## src/rtl/sad_accumulator.sv

```systemverilog
// Streaming sum-of-absolute-differences stage: accumulates BLOCK_SAMPLES |cur - ref| terms
// per block with saturation and hands the result over a valid/ready output.
module sad_accumulator #(
   parameter int unsigned PIX_W         = 8,
   parameter int unsigned SAD_W         = 16,
   parameter int unsigned BLOCK_SAMPLES = 16
) (
   input  logic             clk,
   input  logic             rst_n,
   input  logic             clear,
   input  logic             in_valid,
   output logic             in_ready,
   input  logic [PIX_W-1:0] cur_pix,
   input  logic [PIX_W-1:0] ref_pix,
   output logic             out_valid,
   input  logic             out_ready,
   output logic [SAD_W-1:0] sad_out,
   output logic             sad_sat
);

   localparam int unsigned   CntW    = 16;
   localparam logic [CntW-1:0] LastCnt = CntW'(BLOCK_SAMPLES - 1);

   typedef enum logic [1:0] {StIdle, StAccum, StDone} state_e;

   state_e           state_q;
   logic [SAD_W-1:0] acc_q;
   logic [CntW-1:0]  cnt_q;
   logic             sat_q;
   logic             out_valid_q;
   logic [SAD_W-1:0] sad_q;
   logic             sad_sat_q;

   logic             accept;
   logic             last;
   logic [PIX_W-1:0] absdiff;
   logic [SAD_W-1:0] acc_base;
   logic [SAD_W:0]   sum;
   logic [SAD_W-1:0] acc_next;
   logic             sat_next;

   // A new block starts from zero, so IDLE feeds the same saturating adder as ACCUM.
   always_comb begin
      absdiff  = (cur_pix >= ref_pix) ? cur_pix - ref_pix : ref_pix - cur_pix;
      acc_base = (state_q == StIdle) ? '0 : acc_q;
      sum      = {1'b0, acc_base} + (SAD_W + 1)'(absdiff);
      acc_next = sum[SAD_W] ? '1 : sum[SAD_W-1:0];
      sat_next = sum[SAD_W] | ((state_q != StIdle) & sat_q);
      last     = (state_q == StIdle) ? (BLOCK_SAMPLES == 1) : (cnt_q == LastCnt);
      accept   = in_valid & in_ready & ~clear;
   end

   // Gated by rst_n so the input side reads not-ready while reset is held.
   assign in_ready  = rst_n & (state_q != StDone);
   assign out_valid = out_valid_q;
   assign sad_out   = sad_q;
   assign sad_sat   = sad_sat_q;

   always_ff @(posedge clk or negedge rst_n) begin
      if (!rst_n) begin
         state_q     <= StIdle;
         acc_q       <= '0;
         cnt_q       <= '0;
         sat_q       <= 1'b0;
         out_valid_q <= 1'b0;
         sad_q       <= '0;
         sad_sat_q   <= 1'b0;
      end else if (clear) begin
         state_q     <= StIdle;
         acc_q       <= '0;
         cnt_q       <= '0;
         sat_q       <= 1'b0;
         out_valid_q <= 1'b0;
      end else begin
         case (state_q)
            StIdle, StAccum: begin
               if (accept) begin
                  acc_q <= acc_next;
                  sat_q <= sat_next;
                  cnt_q <= cnt_q + CntW'(1);
                  if (last) begin
                     state_q     <= StDone;
                     out_valid_q <= 1'b1;
                     sad_q       <= acc_next;
                     sad_sat_q   <= sat_next;
                  end else begin
                     state_q <= StAccum;
                  end
               end
            end
            StDone: begin
               if (out_ready) begin
                  state_q     <= StIdle;
                  out_valid_q <= 1'b0;
                  acc_q       <= '0;
                  cnt_q       <= '0;
                  sat_q       <= 1'b0;
               end
            end
            default: state_q <= StIdle;
         endcase
      end
   end

endmodule

```

## config.mk

```make
export PLATFORM = sky130hd
export DESIGN_NAME = sad_accumulator
export DESIGN_NICKNAME = d
export VERILOG_FILES = /design/src/rtl/sad_accumulator.sv
export SDC_FILE = /design/constraint.sdc
export NUM_CORES = 1
export LEC_CHECK = 0
export ABC_AREA = 1
export CORE_MARGIN = 5
export CORE_UTILIZATION = 58
export CTS_CLUSTER_SIZE = 25
export DETAILED_ROUTE_END_ITERATION = 10
export GPL_TIMING_DRIVEN = 0
export PLACE_DENSITY_LB_ADDON = 0.05
export REMOVE_ABC_BUFFERS = 1
export SYNTH_ARGS = -nofsm -noshare
export SYNTH_HDL_FRONTEND = slang
export SYNTH_SLANG_ARGS = --single-unit
```

## constraint.sdc

```tcl
create_clock -name clk -period 3.65 [get_ports clk]
set_input_delay 0.365 -clock clk [delete_from_list [all_inputs] [get_ports clk]]
set_output_delay 0.365 -clock clk [all_outputs]
set_load 0.05 [all_outputs]
```

-- Word level (Yosys, flattened, before mapping)
Cells that the tools add are included.
- register bits: 53
- latch bits: 0
- memory bits (writable): 0
- ROM bits: 0
- word-level logic and storage cells: 57
- memories kept: 0
- add/sub/neg operators: 4
- multiply operators: 0
- divide/modulo/power cells: 0
- $lt $le $gt $ge: 1
- equal/unequal tests: 7
- shifts and indexed selects: 0
- mux-type cells: 24
- bitwise gates (word level): 6
- reductions and logical operators: 8
- operators with widths (kind ; number):
    $mux W16 ; 7
    $pmux W16 S2 ; 2
    $add A16 B8 Y17 ; 1
    $add A16 B1 Y16 const B ; 1
    $eq A16 B4 Y1 const B ; 1
    $sub A8 B8 Y8 ; 2
    $ne A3 B3 Y1 const B ; 3
    $ge A8 B8 Y1 ; 1
    $mux W2 ; 4
    $mux W8 ; 1
    $reduce_and A4 Y1 ; 2
    $mux W1 ; 7
    $and A1 B1 Y1 ; 4
    $pmux W1 S2 ; 2
    $pmux W2 S2 ; 1
    $reduce_and A3 Y1 ; 1
    $reduce_bool A3 Y1 ; 1
    $eq A2 B1 Y1 const B ; 1
    $eq A2 B2 Y1 const B ; 1
    $logic_not A2 Y1 ; 1
    $ne A2 B2 Y1 const B ; 1
    $reduce_and A2 Y1 ; 1
    $reduce_bool A2 Y1 ; 1
    $reduce_or A2 Y1 ; 1
    other kinds (2) ; 2

-- Longest topological paths before layout
- depth in word-level cells: 7
- depth in mapped cells: 23
- depth with buffers taken out: 23

-- Worst setup path after synthesis
OpenSTA, ideal clock, no wires.
- path kind: input to register
- from: input port cur_pix[0]
- to: register sad_q[11] (netlist: sad_out[11])
- setup time: 0.118 ns
- data arrival time: 2.987 ns
- required time: 3.532 ns
- path slack: 0.545 ns
- stages: 20
- buffers on the path: 1
- path through: inv_1 ha_1 inv_1 fa_1 nand3_1 nand2_1 o21ai_0 nand2_1 inv_1 nand2_1 nand2_1 inv_1 ha_1 a21oi_1 o211ai_2 nand3_2 buf_6 nand3_2 nand2_1 nand2_1
- longest elaborated chain between the ends: 4
- elaborated cells between the ends (all ways): 6
- RTL lines (what ; line ; source):
    start, declared ; 13 ; input logic [PIX_W-1:0] cur_pix,
    $sub A8 B8 Y8 / $ge A8 B8 Y1 (equally long branches) ; 44 ; absdiff = (cur_pix >= ref_pix) ? cur_pix - ref_pix : ref_pix - cur_pix;
    $mux W8 * ; 44 ;
    $add A16 B8 Y17 * ; 46 ; sum = {1'b0, acc_base} + (SAD_W + 1)'(absdiff);
    $mux W16 * ; 47 ; acc_next = sum[SAD_W] ? '1 : sum[SAD_W-1:0];
    end signal, assigned ; 84 ; sad_q <= acc_next;
    end, declared ; 31 ; logic [SAD_W-1:0] sad_q;
Mark *: on every way between the ends. The rest lies on a longest branch, timed or not.
A chain may end at the register's enable or synchronous reset.

-- Worst setup path after layout
- from: input port ref_pix[0]
- to: register acc_q[0]
- longest elaborated chain between the ends: 7
- elaborated cells between the ends (all ways): 9
- RTL lines (what ; line ; source):
    start, declared ; 14 ; input logic [PIX_W-1:0] ref_pix,
    $sub A8 B8 Y8 / $ge A8 B8 Y1 (equally long branches) ; 44 ;
    $mux W8 * ; 44 ;
    $add A16 B8 Y17 * ; 46 ;
    $mux W16 * ; 47 ;
    $mux W16 * ; 77 ; if (accept) begin
    $pmux W16 S2 * ; 75 ; case (state_q)
    $mux W16 * ; 68 ; end else if (clear) begin
    end signal, assigned ; 78 ; acc_q <= acc_next;
    end, declared ; 27 ; logic [SAD_W-1:0] acc_q;
Mark *: on every way between the ends. The rest lies on a longest branch, timed or not. The select of a mux whose other input is x is not followed.

==> results.txt <==
----------------------------------------------------
[Global route]
  Vias in the first global route ... 3,607
  Global route overflow ... 0
  First-pass GRT wire length ... between 15 and 20 mm
  Antenna violations before repair ... 0
  Largest net degree at the start of global routing ... 33
  Gr usage total ... 0.226

[Logic synthesis]
  Largest area contributor in the synthesized netlist ... sky130_fd_sc_hd__dfrtp_1
  Seq/Total Area, Yosys ... 0.327
  Instance count of the mapped netlist ... 590
  Mean instance size in the synthesized netlist ... roughly 7 um2
  Post-synthesis instance area ... 4060 um2
  Synthesis-stage register bit count ... 53
  Number of different library cells in the post-synthesis netlist ... 36
  Area fraction of the dominant cell type after synthesis ... 0.327
  Predominant post-synthesis flop cell ... sky130_fd_sc_hd__dfrtp_1
  Async S/R FF share, synth ... 1.00
  Largest cells by area after synthesis ... sky130_fd_sc_hd__dfrtp_1, sky130_fd_sc_hd__nand2_1, sky130_fd_sc_hd__ha_1
  Synth warnings ... 0
  EDFF count, synth ... 0

[Clock tree]
  Worst-path clk slew ... about 0.10 ns
  Maximum root-to-sink buffer count ... 2
  Count of H-tree levels built during CTS ... 2
  Cell at the root of the clock tree ... sky130_fd_sc_hd__clkbuf_8
  CTS sink count ... 53
  Clock tree from TritonCTS ... yes
  Skew-Pair Late Insertion Delay ... 0.31 ns
  CTS buffer count ... 5

[Floorplanning]
  Row cnt ... 30
  Total Die Area ... about 8800 um2
  Width of the die ... 93.6 um
  Number of ports placed on the die boundary ... 40
  Starting utilization of the core area ... 0.597
  Placeable core region ... between 6000 and 7000 um2
  Die boundary height ... 93.6 um

[Power]
  Total power density per cell area ... between 200 and 300 nW/um2
  Leak ... 2.38 nW
  Max VDD drop ... 165 uV

[Timing]
  Final slew viol count ... 0
  Final period utilization ... 0.930
  Worst hold slack ... 0.114 ns
  Final Hold Viols ... 0
  Clock Skews ... 0.0147 ns
  Setup Viol. Count Final ... 0
  Setup repair after global routing missed its margin ... false
  Max Clock Freq ... 295 MHz
  Max-slew headroom ... 0.484
  Worst-margin pin slew ... between 0.7 and 0.8 ns
  Tmin final ... ~3.4 ns

[Cells and area]
  Layout cells sized above 1 ... 0.0994
  Top library cells by usage in the layout, fill and taps aside ... sky130_fd_sc_hd__nand2_1, sky130_fd_sc_hd__inv_1, sky130_fd_sc_hd__nor2_1, sky130_fd_sc_hd__dfrtp_1, sky130_fd_sc_hd__clkdlybuf4s50_1
  Final design utilization ... 0.699
  Final #Nets ... 681
  Post-route design area ... 4750 um2
  Area growth, synth to finish ... 17.1%
  Diodes inserted ... 0
  Filler Cells Inserted ... about 590
  Commonest non-fill, non-tap cell in the layout ... sky130_fd_sc_hd__nand2_1

[Job]
  Max-cap check violation count ... 0

[Drt]
  Total number of vias ... approximately 3.7k
  Number of vias per cell after detailed routing ... between 5 and 6
  Total detailed-routing wirelength ... 9.29 mm
  Avg WL per Cell ... about 13 um
  # DRC ... 0
  Count of antenna-violating nets left after detailed routing ... 0
  Length of the first detailed-routing pass in iterations ... 5
  DRC violation total after the first TritonRoute iteration ... 177

[Worst setup path]
  Data required time of the critical path ... 3.88 ns
  Critical Path AT ... approximately 3.6 ns
  Critical path startpoint category ... primary input
  Cell family with most CP delay ... adder cells
  Critical Path End Type ... register
  Highest cell delay on the worst timing path ... 0.48 ns
  WP buf/inv ... 4
  Critical-path cell with the highest stage delay ... sky130_fd_sc_hd__clkdlybuf4s50_1
  Most frequent cell on the critical path ... sky130_fd_sc_hd__nand2_1
  Start-to-end type of the worst setup path ... in2reg
  Series of cell instances along the critical path ... clkdlybuf4s50_1 -> ha_1 -> inv_1 -> fa_2 -> nand3_1 -> nand2_1 -> o21ai_1 -> nand2_2 -> buf_12 -> nand2_1 -> o21ai_0 -> ha_1 -> nand2_1 -> nand2_2 -> nand3_2 -> o211ai_4 -> nand3_4 -> buf_4 -> nand2_2 -> nand2_1 -> o21ai_1
  Worst Path Max Fanout ... 8

[Placed design]
  Cell Area, Placed ... 4510 um2
  Global placer's final weighted congestion ... 0.862
  Number of buffers inserted by port buffering ... 39
  Dpl hpwl ... 6.80 mm

[Status]
  Run status ... finished, final reports clean

[Min path]
  Path category of the worst min-delay check ... in2async

----------------------------------------------------
metrics by stage:
step | instances | setup WS [ns] | power, mW | TNS [ns]
after detailed placement | 714 | -0.686 | 0.976 | -20.91
after global routing | 730 | 0.0110 | 1.42 | 0
after CTS | 729 | 0.0243 | 1.33 | 0
final | 730 | 0.257 | 1.33 | 0
after floorplan | 578 | 0.423 | 0.874 | 0
after global placement | 713 | -0.633 | 0.966 | -26.78
sequential cells by signal, indices dropped and copies added (netlist names):
name       count
acc_q         16
cnt_q         16
sad_out       16
state_q        2
out_valid      1
sad_sat        1
sat_q          1
worst paths after layout:
check | depth (start not counted) | end | start | slack, ns
hold reg to reg | 2 | sad_out[0] | sad_out[0] | 0.48
max in group asynchronous | 2 | cnt_q[0] | rst_n | 2.95
hold / removal | 1 | cnt_q[6] | rst_n | 0.11
setup reg to reg | 12 | acc_q[4] | state_q[0] | 1.05
min in group clk | 2 | sad_out[0] | sad_out[0] | 0.48
setup / recovery | 21 | acc_q[0] | ref_pix[0] | 0.26
cell type report:
class                   count  area (um2)  share of cell area
repair buffers             47         490               0.103
clock buffers               6        72.6              0.0153
clock inverters             2        13.8             0.00290
flip-flops and latches     53        1330               0.279
inverters                  83         312              0.0656
multi-input cells         443        2420               0.509
well taps                  96         120              0.0253
power breakdown:
group / leakage, nW / internal [mW] / switching (mW)
clock: 0.0456 / 0.137 / 0.200
sequential: 0.733 / 0.605 / 0.0124
combinational: 1.60 / 0.147 / 0.232
cells in the mapped netlist, types with 2 or more instances:
master                       n
sky130_fd_sc_hd__o21ai_0    19
sky130_fd_sc_hd__nor3_1      7
sky130_fd_sc_hd__nand2_1   207
sky130_fd_sc_hd__nor2_1     59
sky130_fd_sc_hd__nor3_2      2
sky130_fd_sc_hd__nand3_2    11
sky130_fd_sc_hd__inv_1      80
sky130_fd_sc_hd__fa_1        3
sky130_fd_sc_hd__buf_6       3
sky130_fd_sc_hd__nor2_4      5
sky130_fd_sc_hd__nand2_2     3
sky130_fd_sc_hd__o21ai_1     6
sky130_fd_sc_hd__nand3b_1    3
sky130_fd_sc_hd__inv_2       3
sky130_fd_sc_hd__nand4_1     5
sky130_fd_sc_hd__a21oi_1    24
sky130_fd_sc_hd__xor2_1     14
sky130_fd_sc_hd__nor2_2      2
sky130_fd_sc_hd__or2_2       4
sky130_fd_sc_hd__ha_1       24
sky130_fd_sc_hd__buf_2       7
sky130_fd_sc_hd__o211ai_1    4
sky130_fd_sc_hd__nand3_1    30
sky130_fd_sc_hd__dfrtp_1    53
what timing repair did:
| action | 4_1_cts | 5_1_grt |
|---|---|---|
| hold buffers | 0 | 0 |
| buffers inserted | 6 | 1 |
| pin swaps | 2 | 2 |
| setup endpoints to repair | 34 | 34 |
| cloned | 1 | 0 |
| resized for setup | 6 | 13 |
kinds of logic after synthesis:
| group | Yosys count | synth area share |
|---|---|---|
| simple gates | 340 | 0.372 |
| xor+xnor | 15 | 0.0324 |
| flops | 53 | 0.327 |
| compound gates | 60 | 0.0836 |
| fa+ha+maj | 27 | 0.0888 |
| buf+inv | 95 | 0.0959 |
per-layer routing:
| metal | part of all wire | vias up | GRT usage |
|---|---|---|---|
| met5 | 0 | - | 0 |
| met4 | 0.012 | 0 | 0.0517 |
| met3 | 0.045 | 11 | 0.0306 |
| met2 | 0.50 | 74 | 0.400 |
| met1 | 0.45 | 1705 | 0.292 |
| li1 | - | 1935 | - |
No activity file was read; power rests on OpenSTA's default activity.
